$ cat src/rtl/uart_tx_arbiter.sv
// Round-robin arbiter sharing one byte-wide UART transmitter between NUM_REQ requesters.
// Define UART_ARB_TAG_EN to prefix every grant with a header byte (8'hA0 | winner index).
module uart_tx_arbiter #(
  parameter int NUM_REQ    = 4,
  parameter int DATA_WIDTH = 8,
  parameter int MAX_BURST  = 4
) (
  input  logic                          clk,
  input  logic                          rst,
  input  logic [NUM_REQ-1:0]            req,
  input  logic [NUM_REQ*DATA_WIDTH-1:0] reqData,
  input  logic [NUM_REQ-1:0]            reqLast,
  output logic [NUM_REQ-1:0]            ack,
  output logic [NUM_REQ-1:0]            grant,
  output logic [DATA_WIDTH-1:0]         txData,
  output logic                          txStart,
  input  logic                          txIdle,
  output logic                          busy
);

  localparam int PW = (NUM_REQ > 1) ? $clog2(NUM_REQ) : 1;

`ifdef UART_ARB_TAG_EN
  typedef enum logic [2:0] {IDLE, LOAD, START, DRAIN, TAG} state_t;
`else
  typedef enum logic [1:0] {IDLE, LOAD, START, DRAIN} state_t;
`endif

  // Handshake: a requester holds req high with its byte on its reqData slice;
  // ack pulses for one cycle in the cycle the byte is captured, after which it may move on.
  state_t          state;
  logic            idleMeta;
  logic            idleS;
  logic [PW-1:0]   ptr;
  logic [PW-1:0]   winner;
  logic [PW-1:0]   winIdx;
  logic            winFound;
  logic [7:0]      burstCnt;
  logic            lastQ;
  logic            endBurst;
  logic [DATA_WIDTH-1:0] winData;
  logic            winLast;
  logic            winReq;
`ifdef UART_ARB_TAG_EN
  logic            tagQ;
`endif

  function automatic logic [NUM_REQ-1:0] onehot(input logic [PW-1:0] idx);
    logic [NUM_REQ-1:0] v;
    v = '0;
    for (int i = 0; i < NUM_REQ; i++) begin
      if (idx == PW'(i)) v[i] = 1'b1;
    end
    return v;
  endfunction

  assign busy = (state != IDLE);

  always_ff @(posedge clk or posedge rst) begin
    if (rst) begin
      idleMeta <= 1'b0;
      idleS    <= 1'b0;
    end else begin
      idleMeta <= txIdle;
      idleS    <= idleMeta;
    end
  end

  // First requester at or after ptr, wrapping around.
  always_comb begin
    winFound = 1'b0;
    winIdx   = '0;
    for (int k = 0; k < NUM_REQ; k++) begin
      if (!winFound && req[PW'((int'(ptr) + k) % NUM_REQ)]) begin
        winFound = 1'b1;
        winIdx   = PW'((int'(ptr) + k) % NUM_REQ);
      end
    end
  end

  always_comb begin
    winData = '0;
    winLast = 1'b0;
    winReq  = 1'b0;
    for (int i = 0; i < NUM_REQ; i++) begin
      if (winner == PW'(i)) begin
        winData = reqData[i*DATA_WIDTH +: DATA_WIDTH];
        winLast = reqLast[i];
        winReq  = req[i];
      end
    end
  end

  always_comb begin
    endBurst = lastQ || (burstCnt == 8'(MAX_BURST)) || !winReq;
`ifdef UART_ARB_TAG_EN
    if (tagQ) endBurst = !winReq;
`endif
  end

  always_ff @(posedge clk or posedge rst) begin
    if (rst) begin
      state    <= IDLE;
      ptr      <= '0;
      winner   <= '0;
      burstCnt <= '0;
      lastQ    <= 1'b0;
      grant    <= '0;
      ack      <= '0;
      txData   <= '0;
      txStart  <= 1'b0;
`ifdef UART_ARB_TAG_EN
      tagQ     <= 1'b0;
`endif
    end else begin
      ack <= '0;
      case (state)
        IDLE: begin
          if (idleS && winFound) begin
            winner <= winIdx;
            grant  <= onehot(winIdx);
`ifdef UART_ARB_TAG_EN
            state  <= TAG;
`else
            ack    <= onehot(winIdx);
            state  <= LOAD;
`endif
          end
        end
`ifdef UART_ARB_TAG_EN
        TAG: begin
          txData  <= DATA_WIDTH'(8'hA0) | DATA_WIDTH'(winner);
          tagQ    <= 1'b1;
          txStart <= 1'b1;
          state   <= START;
        end
`endif
        LOAD: begin
          txData   <= winData;
          lastQ    <= winLast;
          burstCnt <= burstCnt + 8'd1;
          txStart  <= 1'b1;
          state    <= START;
        end
        START: begin
          if (!idleS) begin
            txStart <= 1'b0;
            state   <= DRAIN;
          end
        end
        DRAIN: begin
          if (idleS) begin
`ifdef UART_ARB_TAG_EN
            tagQ <= 1'b0;
`endif
            if (endBurst) begin
              ptr      <= (winner == PW'(NUM_REQ - 1)) ? '0 : winner + PW'(1);
              burstCnt <= '0;
              grant    <= '0;
              state    <= IDLE;
            end else begin
              ack   <= onehot(winner);
              state <= LOAD;
            end
          end
        end
        default: state <= IDLE;
      endcase
    end
  end

endmodule

$ cat config.mk
export PLATFORM = sky130hd
export DESIGN_NAME = uart_tx_arbiter
export DESIGN_NICKNAME = d
export VERILOG_FILES = /design/src/rtl/uart_tx_arbiter.sv
export SDC_FILE = /design/constraint.sdc
export NUM_CORES = 1
export LEC_CHECK = 0
export ABC_AREA = 1
export BUFFER_PORTS_ARGS = -buffer_cell sky130_fd_sc_hd__buf_2
export CAP_MARGIN = 20
export CORE_ASPECT_RATIO = 2
export CORE_UTILIZATION = 26
export CTS_CLUSTER_SIZE = 30
export DETAILED_ROUTE_END_ITERATION = 10
export PLACE_DENSITY = 0.49
export SLEW_MARGIN = 0
export SYNTH_ARGS = -nofsm -noshare
export SYNTH_HDL_FRONTEND = slang
export SYNTH_SLANG_ARGS = --single-unit
$ cat constraint.sdc
create_clock -name clk -period 2.04 [get_ports clk]
set_clock_uncertainty 0.15 [all_clocks]
set_input_delay 0.102 -clock clk [delete_from_list [all_inputs] [get_ports clk]]
set_output_delay 0.102 -clock clk [all_outputs]
set_load 0.1 [all_outputs]
==> results of run 1 <==
power by group through the flow:
stage               clock network (µW)  registers, µW  logic (µW)
floorplan                            0           1960        1900
global placement                     0           1070        3590
detailed placement                   0           1070        3610
CTS                                788           1060        3640
global route                       820           1100        4040
finish                             768           1070        3660
timing repair:
item                                   in CTS  in global routing
hold buffers                               14                  0
setup endpoints to repair                   2                 14
buffers inserted                            0                  1
gates resized for setup                     1                 11
pin swaps                                   0                  2
endpoints found under the hold margin      43                  0
per-layer routing:
layer / vias to the layer above / track usage
met5: - / 0
met4: 0 / 0.0822
met3: 9 / 0.0187
met2: 62 / 0.283
met1: 1020 / 0.161
li1: 1168 / -
synthesized netlist by cell type, types with 2 or more instances:
library cell	instances
o21ai_0	14
nand3_1	19
inv_2	3
a21oi_2	2
nand2_1	82
o21ai_1	3
xor2_1	4
nor2_2	4
nand3_2	2
a21oi_1	33
nor2_1	24
nand4_1	3
inv_1	26
a22oi_1	3
dfrtp_1	34
nand2_4	5
nor3_1	2
nor2_4	3
o211ai_1	7
nand2_2	9
clkbuf_1	5
ha_1	11
critical path, cell delays in order (launching register included):
cell and delay, ns:
dfrtp_1 0.41, ha_1 0.28, inv_1 0.09, o21ai_0 0.09, a21oi_2 0.19, nand3_2 0.16
nand2_1 0.09, inv_1 0.07, nand2_4 0.09, inv_2 0.04, nand3_1 0.05, nand2_1 0.05
metrics by stage:
stage	hold WS [ns]	TNS [ns]	std cells	utilization
2_1_floorplan	-0.0166	0	306	-
3_3_place_gp	0.0602	0	472	0.326
3_5_place_dp	0.0645	-0.0587	472	0.326
4_1_cts	0.00299	0	494	0.359
5_1_grt	0.00747	-0.0167	495	0.363
6_report	-0.00830	0	495	0.363
kinds of logic after synthesis:
kind of cell / Yosys count
and+or+nand+nor: 154
DFF: 34
xor gates and xnor gates: 5
buffers and inverters: 38
adders and majority gates: 11
AOI/OAI and AO/OA: 64
worst min-delay path by stage:
stage / start / to / cells past startpoint
2_1_floorplan: txIdle / idleMeta / 0
3_3_place_gp: txIdle / idleMeta / 1
3_5_place_dp: txIdle / idleMeta / 1
4_1_cts: reqData[22] / txData[6] / 3
5_1_grt: reqData[16] / txData[0] / 3
6_report: reqData[16] / txData[0] / 3
registers in the layout, indices dropped and copies added, names as in the netlist:
| register | cells |
|---|---|
| winner | 2 |
| ack | 4 |
| txData | 8 |
| lastQ | 1 |
| burstCnt | 8 |
| idleMeta | 1 |
| idleS | 1 |
| grant | 4 |
| ptr | 2 |
| state | 2 |
| txStart | 1 |
area by class of cell:
type	instances	share of cell area
clock buffer	7	0.0461
tap	100	0.0404
sequential	34	0.275
clock inverter	1	0.00162
inverter	31	0.0392
multi-input combinational	234	0.418
timing repair buffer	88	0.180
==> flow_metrics.env, run 1 <==
export IMPL_crit_path_start_kind="register"
export IMPL_core_area_um2=8530
export IMPL_synth_xor_xnor_area_share=0.0192
export IMPL_power_uw=5500
export IMPL_reg2regPathDepth=11
export IMPL_synth_mux_area_frac=0
export IMPL_finalCritPeriodShare=0.915
export IMPL_diodes=0
export IMPL_topRoutingLayerUsed="met4"
export IMPL_worstMarginPinSlew_ns=0.490
export IMPL_fin_crit_ns=1.87
export IMPL_std_cell_rows=48
export IMPL_seq_power_share=0.194
export IMPL_die_w_um=68.2
export IMPL_pre_cts_ws_ns=-0.0308
export IMPL_yosys_area_share_simple=0.321
export IMPL_timing_fmax_ghz=0.536
export IMPL_p_per_area_nw_per_um2=1780
export IMPL_synth_nets=360
export IMPL_endpoint="grant[1]"
export IMPL_dieArea_um2=9150
export IMPL_hp_class="in2reg"
export IMPL_p_switching_uw=3080
export IMPL_multiInputGateArea_um2=1290
export IMPL_startpoint="winner[0]"
export IMPL_grt_pass1_vias=2294
export IMPL_grt_max_degree=35
export IMPL_clk_latency_ns=0.28
export IMPL_p_comb_frac=0.667
export IMPL_cts_root_buf="clkbuf_16"
export IMPL_ios=61
export IMPL_die_h_um=134
export IMPL_setup_viol_count_final=0
export IMPL_yosys_area_top_type_share=0.374
export IMPL_maxSlewViolCount=0
export IMPL_synth_edf_count=0
export IMPL_finalNetCount=448
export IMPL_r2r_start="winner[0]"
export IMPL_final_area_um2=3100
export IMPL_vias_per_cell=4.56
export IMPL_syn2layout_area_growth_pct=36.1
export IMPL_cp_data_required_time_ns=2.06
export IMPL_cts_tree="yes"
export IMPL_synth_top_family_by_area="simple AND/OR/NAND/NOR gates"
export IMPL_syn_inst=306
export IMPL_h_tree_depth=2
export IMPL_layout_setup_ws_ns=0.173
export IMPL_netSwitchingFraction=0.560
export IMPL_clk_pin_slew_ns=0.06
export IMPL_drcViolationCount=1
export IMPL_dr_total_vias=2259
export IMPL_clk_path_buf_depth=2
export IMPL_critical_path_class="reg2reg"
export IMPL_syn_area_um2=2280
export IMPL_cts_buffers=5
export IMPL_overflow=0
export IMPL_wl_met3_um=171
export IMPL_reg2reg_to="grant[1]"
export IMPL_end_kind="register"
export IMPL_routed_wl_mm=6.34
export IMPL_yosysSeqAreaShare=0.374
export IMPL_ys_warn_count=0
export IMPL_port_buffers=60
export IMPL_antenna_found_initial=0
export IMPL_place_congestion=0.866
export IMPL_grtUsageTotal=0.155
export IMPL_fillers=926
export IMPL_dpl_instance_area_um2=2780
export IMPL_synthAdderAreaFrac=0.0605
export IMPL_seq_area_um2=851
export IMPL_path_max_fanout=5
export IMPL_final_cell_mix="nand2_1, buf_2, dfrtp_1"
export IMPL_clkPwrFrac=0.140
export IMPL_dr_first_iter_drc_count=67
export IMPL_firstDrtPassIters=8
export IMPL_cp_arrival_ns=1.89
export IMPL_r2r_slack_ns=0.17
export IMPL_synthFlopType="dfrtp_1"
export IMPL_async_flop_share=1.00
export IMPL_p_int_uw=2420
export IMPL_post_drt_wl_per_cell_um=12.8
export IMPL_synth_cell_types=30
export IMPL_netlist_top_cells_area="dfrtp_1, nand2_1, a21oi_1"
export IMPL_finalHoldViolCount=1
export IMPL_yosys_register_bits=34
export IMPL_p_leak_uw=0.00158
export IMPL_clkSinkCount=34
export IMPL_maxCapViolations=0
export IMPL_initial_core_util=0.267
export IMPL_synth_compound_area_frac=0.157
export IMPL_post_dp_hpwl_mm=4.94
export IMPL_wl_met1_mm=2.39
export IMPL_holdWs_ns=-0.00830
export IMPL_ir_drop_mv=0.852
export IMPL_status="finished, violations left"
export IMPL_synth_top_cell_by_area="dfrtp_1"
export IMPL_failed_checks="DRC, hold timing"
export IMPL_final_common_cell="nand2_1"
export IMPL_slew_headroom=0.675
export IMPL_drtAntennaViolNets=0
export IMPL_syn_area_per_cell_um2=7.44
export IMPL_grt_pass1_wl_mm=10.5
export IMPL_drive_gt1_frac=0.306
export IMPL_routed_wl_met2_mm=3.56
(Power assumes the default switching activity.)
==> run 2: changes to the inputs <==
--- a/config.mk
+++ b/config.mk
@@ -12,7 +12,9 @@
 export CORE_UTILIZATION = 26
 export CTS_CLUSTER_SIZE = 30
 export DETAILED_ROUTE_END_ITERATION = 10
+export GPL_TIMING_DRIVEN = 0
 export PLACE_DENSITY = 0.49
+export RECOVER_POWER = 50
 export SLEW_MARGIN = 0
 export SYNTH_ARGS = -nofsm -noshare
 export SYNTH_HDL_FRONTEND = slang
==> flow_metrics.env, run 2 (same netlist as run 1, synthesis figures left out) <==
export IMPL_p_int_uw=2480
export IMPL_path_max_fanout=6
export IMPL_cpMaxStageDelayCell="dfrtp_2"
export IMPL_cts_tree="yes"
export IMPL_hp_class="in2reg"
export IMPL_std_cell_rows=48
export IMPL_pre_cts_ws_ns=-0.125
export IMPL_overflow=0
export IMPL_drcViolationCount=1
export IMPL_grtUsageTotal=0.149
export IMPL_timing_fmax_ghz=0.509
export IMPL_grt_pass1_wl_mm=10.2
export IMPL_die_h_um=134
export IMPL_finalNetCount=448
export IMPL_dieArea_um2=9150
export IMPL_crit_path_start_kind="register"
export IMPL_p_comb_frac=0.656
export IMPL_maxCapViolations=0
export IMPL_clkSinkCount=34
export IMPL_grt_pass1_vias=2279
export IMPL_p_switching_uw=3150
export IMPL_reg_top3="burstCnt (8), txData (8)"
export IMPL_grt_max_degree=24
export IMPL_vias_per_cell=4.63
export IMPL_h_tree_depth=2
export IMPL_cp_data_required_time_ns=2.11
export IMPL_finalSetupTns_ns=0
export IMPL_critical_path_class="reg2reg"
export IMPL_maxSlewViolCount=0
export IMPL_netSwitchingFraction=0.560
export IMPL_cp_arrival_ns=2.03
export IMPL_rsz0062_at_grt="yes"
export IMPL_post_drt_wl_per_cell_um=12.8
export IMPL_end_kind="register"
export IMPL_layout_setup_ws_ns=0.0748
export IMPL_firstDrtPassIters=7
export IMPL_final_common_cell="nand2_1"
export IMPL_seq_power_share=0.191
export IMPL_dr_first_iter_drc_count=66
export IMPL_cp_cell_sequence="inv_4 > ha_1 > a21oi_1 > o21ai_2 > a21oi_4 > inv_2 > nand2_2 > a21oi_1 > nor2_1"
export IMPL_setup_viol_count_final=0
export IMPL_syn2layout_area_growth_pct=37.3
export IMPL_final_cell_mix="nand2_1, buf_2, dfrtp_1"
export IMPL_initial_core_util=0.267
export IMPL_finalHoldViolCount=1
export IMPL_worstMarginPinSlew_ns=1.19
export IMPL_clk_latency_ns=0.28
export IMPL_core_area_um2=8530
export IMPL_antenna_found_initial=0
export IMPL_routed_wl_mm=6.36
export IMPL_p_per_area_nw_per_um2=1800
export IMPL_finalCritPeriodShare=0.963
export IMPL_diodes=0
export IMPL_ios=61
export IMPL_failed_checks="DRC, hold timing"
export IMPL_holdWs_ns=-0.00470
export IMPL_clk_path_buf_depth=2
export IMPL_drtAntennaViolNets=0
export IMPL_place_congestion=0.843
export IMPL_cts_root_buf="clkbuf_16"
export IMPL_fin_crit_ns=1.97
export IMPL_status="finished, violations left"
export IMPL_final_core_util=0.366
export IMPL_p_leak_uw=0.00154
export IMPL_clk_pin_slew_ns=0.05
export IMPL_dr_total_vias=2291
export IMPL_ir_drop_mv=0.806
export IMPL_clkPwrFrac=0.153
export IMPL_crit_path_max_incr_delay_ns=0.42
export IMPL_post_dp_hpwl_mm=4.92
export IMPL_drive_gt1_frac=0.304
export IMPL_die_w_um=68.2
export IMPL_cts_buffers=5
export IMPL_path_common_cell="a21oi_1"
export IMPL_port_buffers=60
export IMPL_slew_headroom=0.212
run 2: changes by cell type in the layout (fill, tap and decap cells not counted), sizes merged:
cell    change
buf        -10
bufinv      +1
clkbuf     +10
clkinv      -1
run 2: repair_timing:
action | in CTS | in global routing
setup buffers | 0 | 6
resized for setup | 8 | 20
pin swaps | 0 | 4
hold buffers | 14 | 0
setup endpoints to repair | 15 | 21
endpoints found under the hold margin | 20 | 0
run 2: worst paths after layout:
kind	start	to	slack [ns]	cells after the start
max reg2reg	winner[0]	burstCnt[3]	0.07	9
min	reqLast[2]	lastQ	-0.005	3
max in group asynchronous	rst	winner[0]	0.57	4
min in group asynchronous	rst	txData[0]	0.21	3
max	winner[0]	burstCnt[3]	0.07	9
min reg2reg	idleMeta	idleS	0.20	0
run 2: metrics by stage:
stage,total power (µW),instance area (µm²),std cells
final,5620,3130,495
after detailed placement,4550,2720,467
after floorplan,3860,2280,306
after CTS,5510,3050,489
after global placement,4520,2700,466
after global routing,6050,3130,495
run 2: layout make-up:
type | count | area, µm²
timing repair buffer | 81 | 485
sequential | 34 | 852
tap | 100 | 125
clock buffer | 7 | 133
fill | 920 | 5400
buffer | 7 | 37.5
clock inverter | 1 | 30.0
multi-input combinational | 234 | 1340
inverter | 31 | 124
run 2: metal layers:
layer  part of all wire  GRT usage  vias to the layer above  wire length [µm]
met5                  0          0                        -                 0
met1               0.37      0.152                     1038              2350
met3              0.039     0.0204                       12               250
met4              0.031     0.0775                        0               196
met2               0.56      0.275                       67              3560
li1                   -          -                     1174                 -
run 2: power groups by stage:
stage | logic [µW] | registers, µW | clock network, µW
after detailed placement | 3480 | 1070 | 0
after global routing | 4040 | 1110 | 904
final | 3690 | 1070 | 862
after global placement | 3450 | 1060 | 0
after floorplan | 1900 | 1960 | 0
after CTS | 3570 | 1060 | 881
run 2: critical path, delay by kind of cell (launching register included):
kind	cells	cell delay [ns]
and+or+nand+nor	2	0.20
AOI/OAI and AO/OA	4	0.67
adders and majority gates	1	0.29
buffers and inverters	2	0.16
DFF	1	0.42
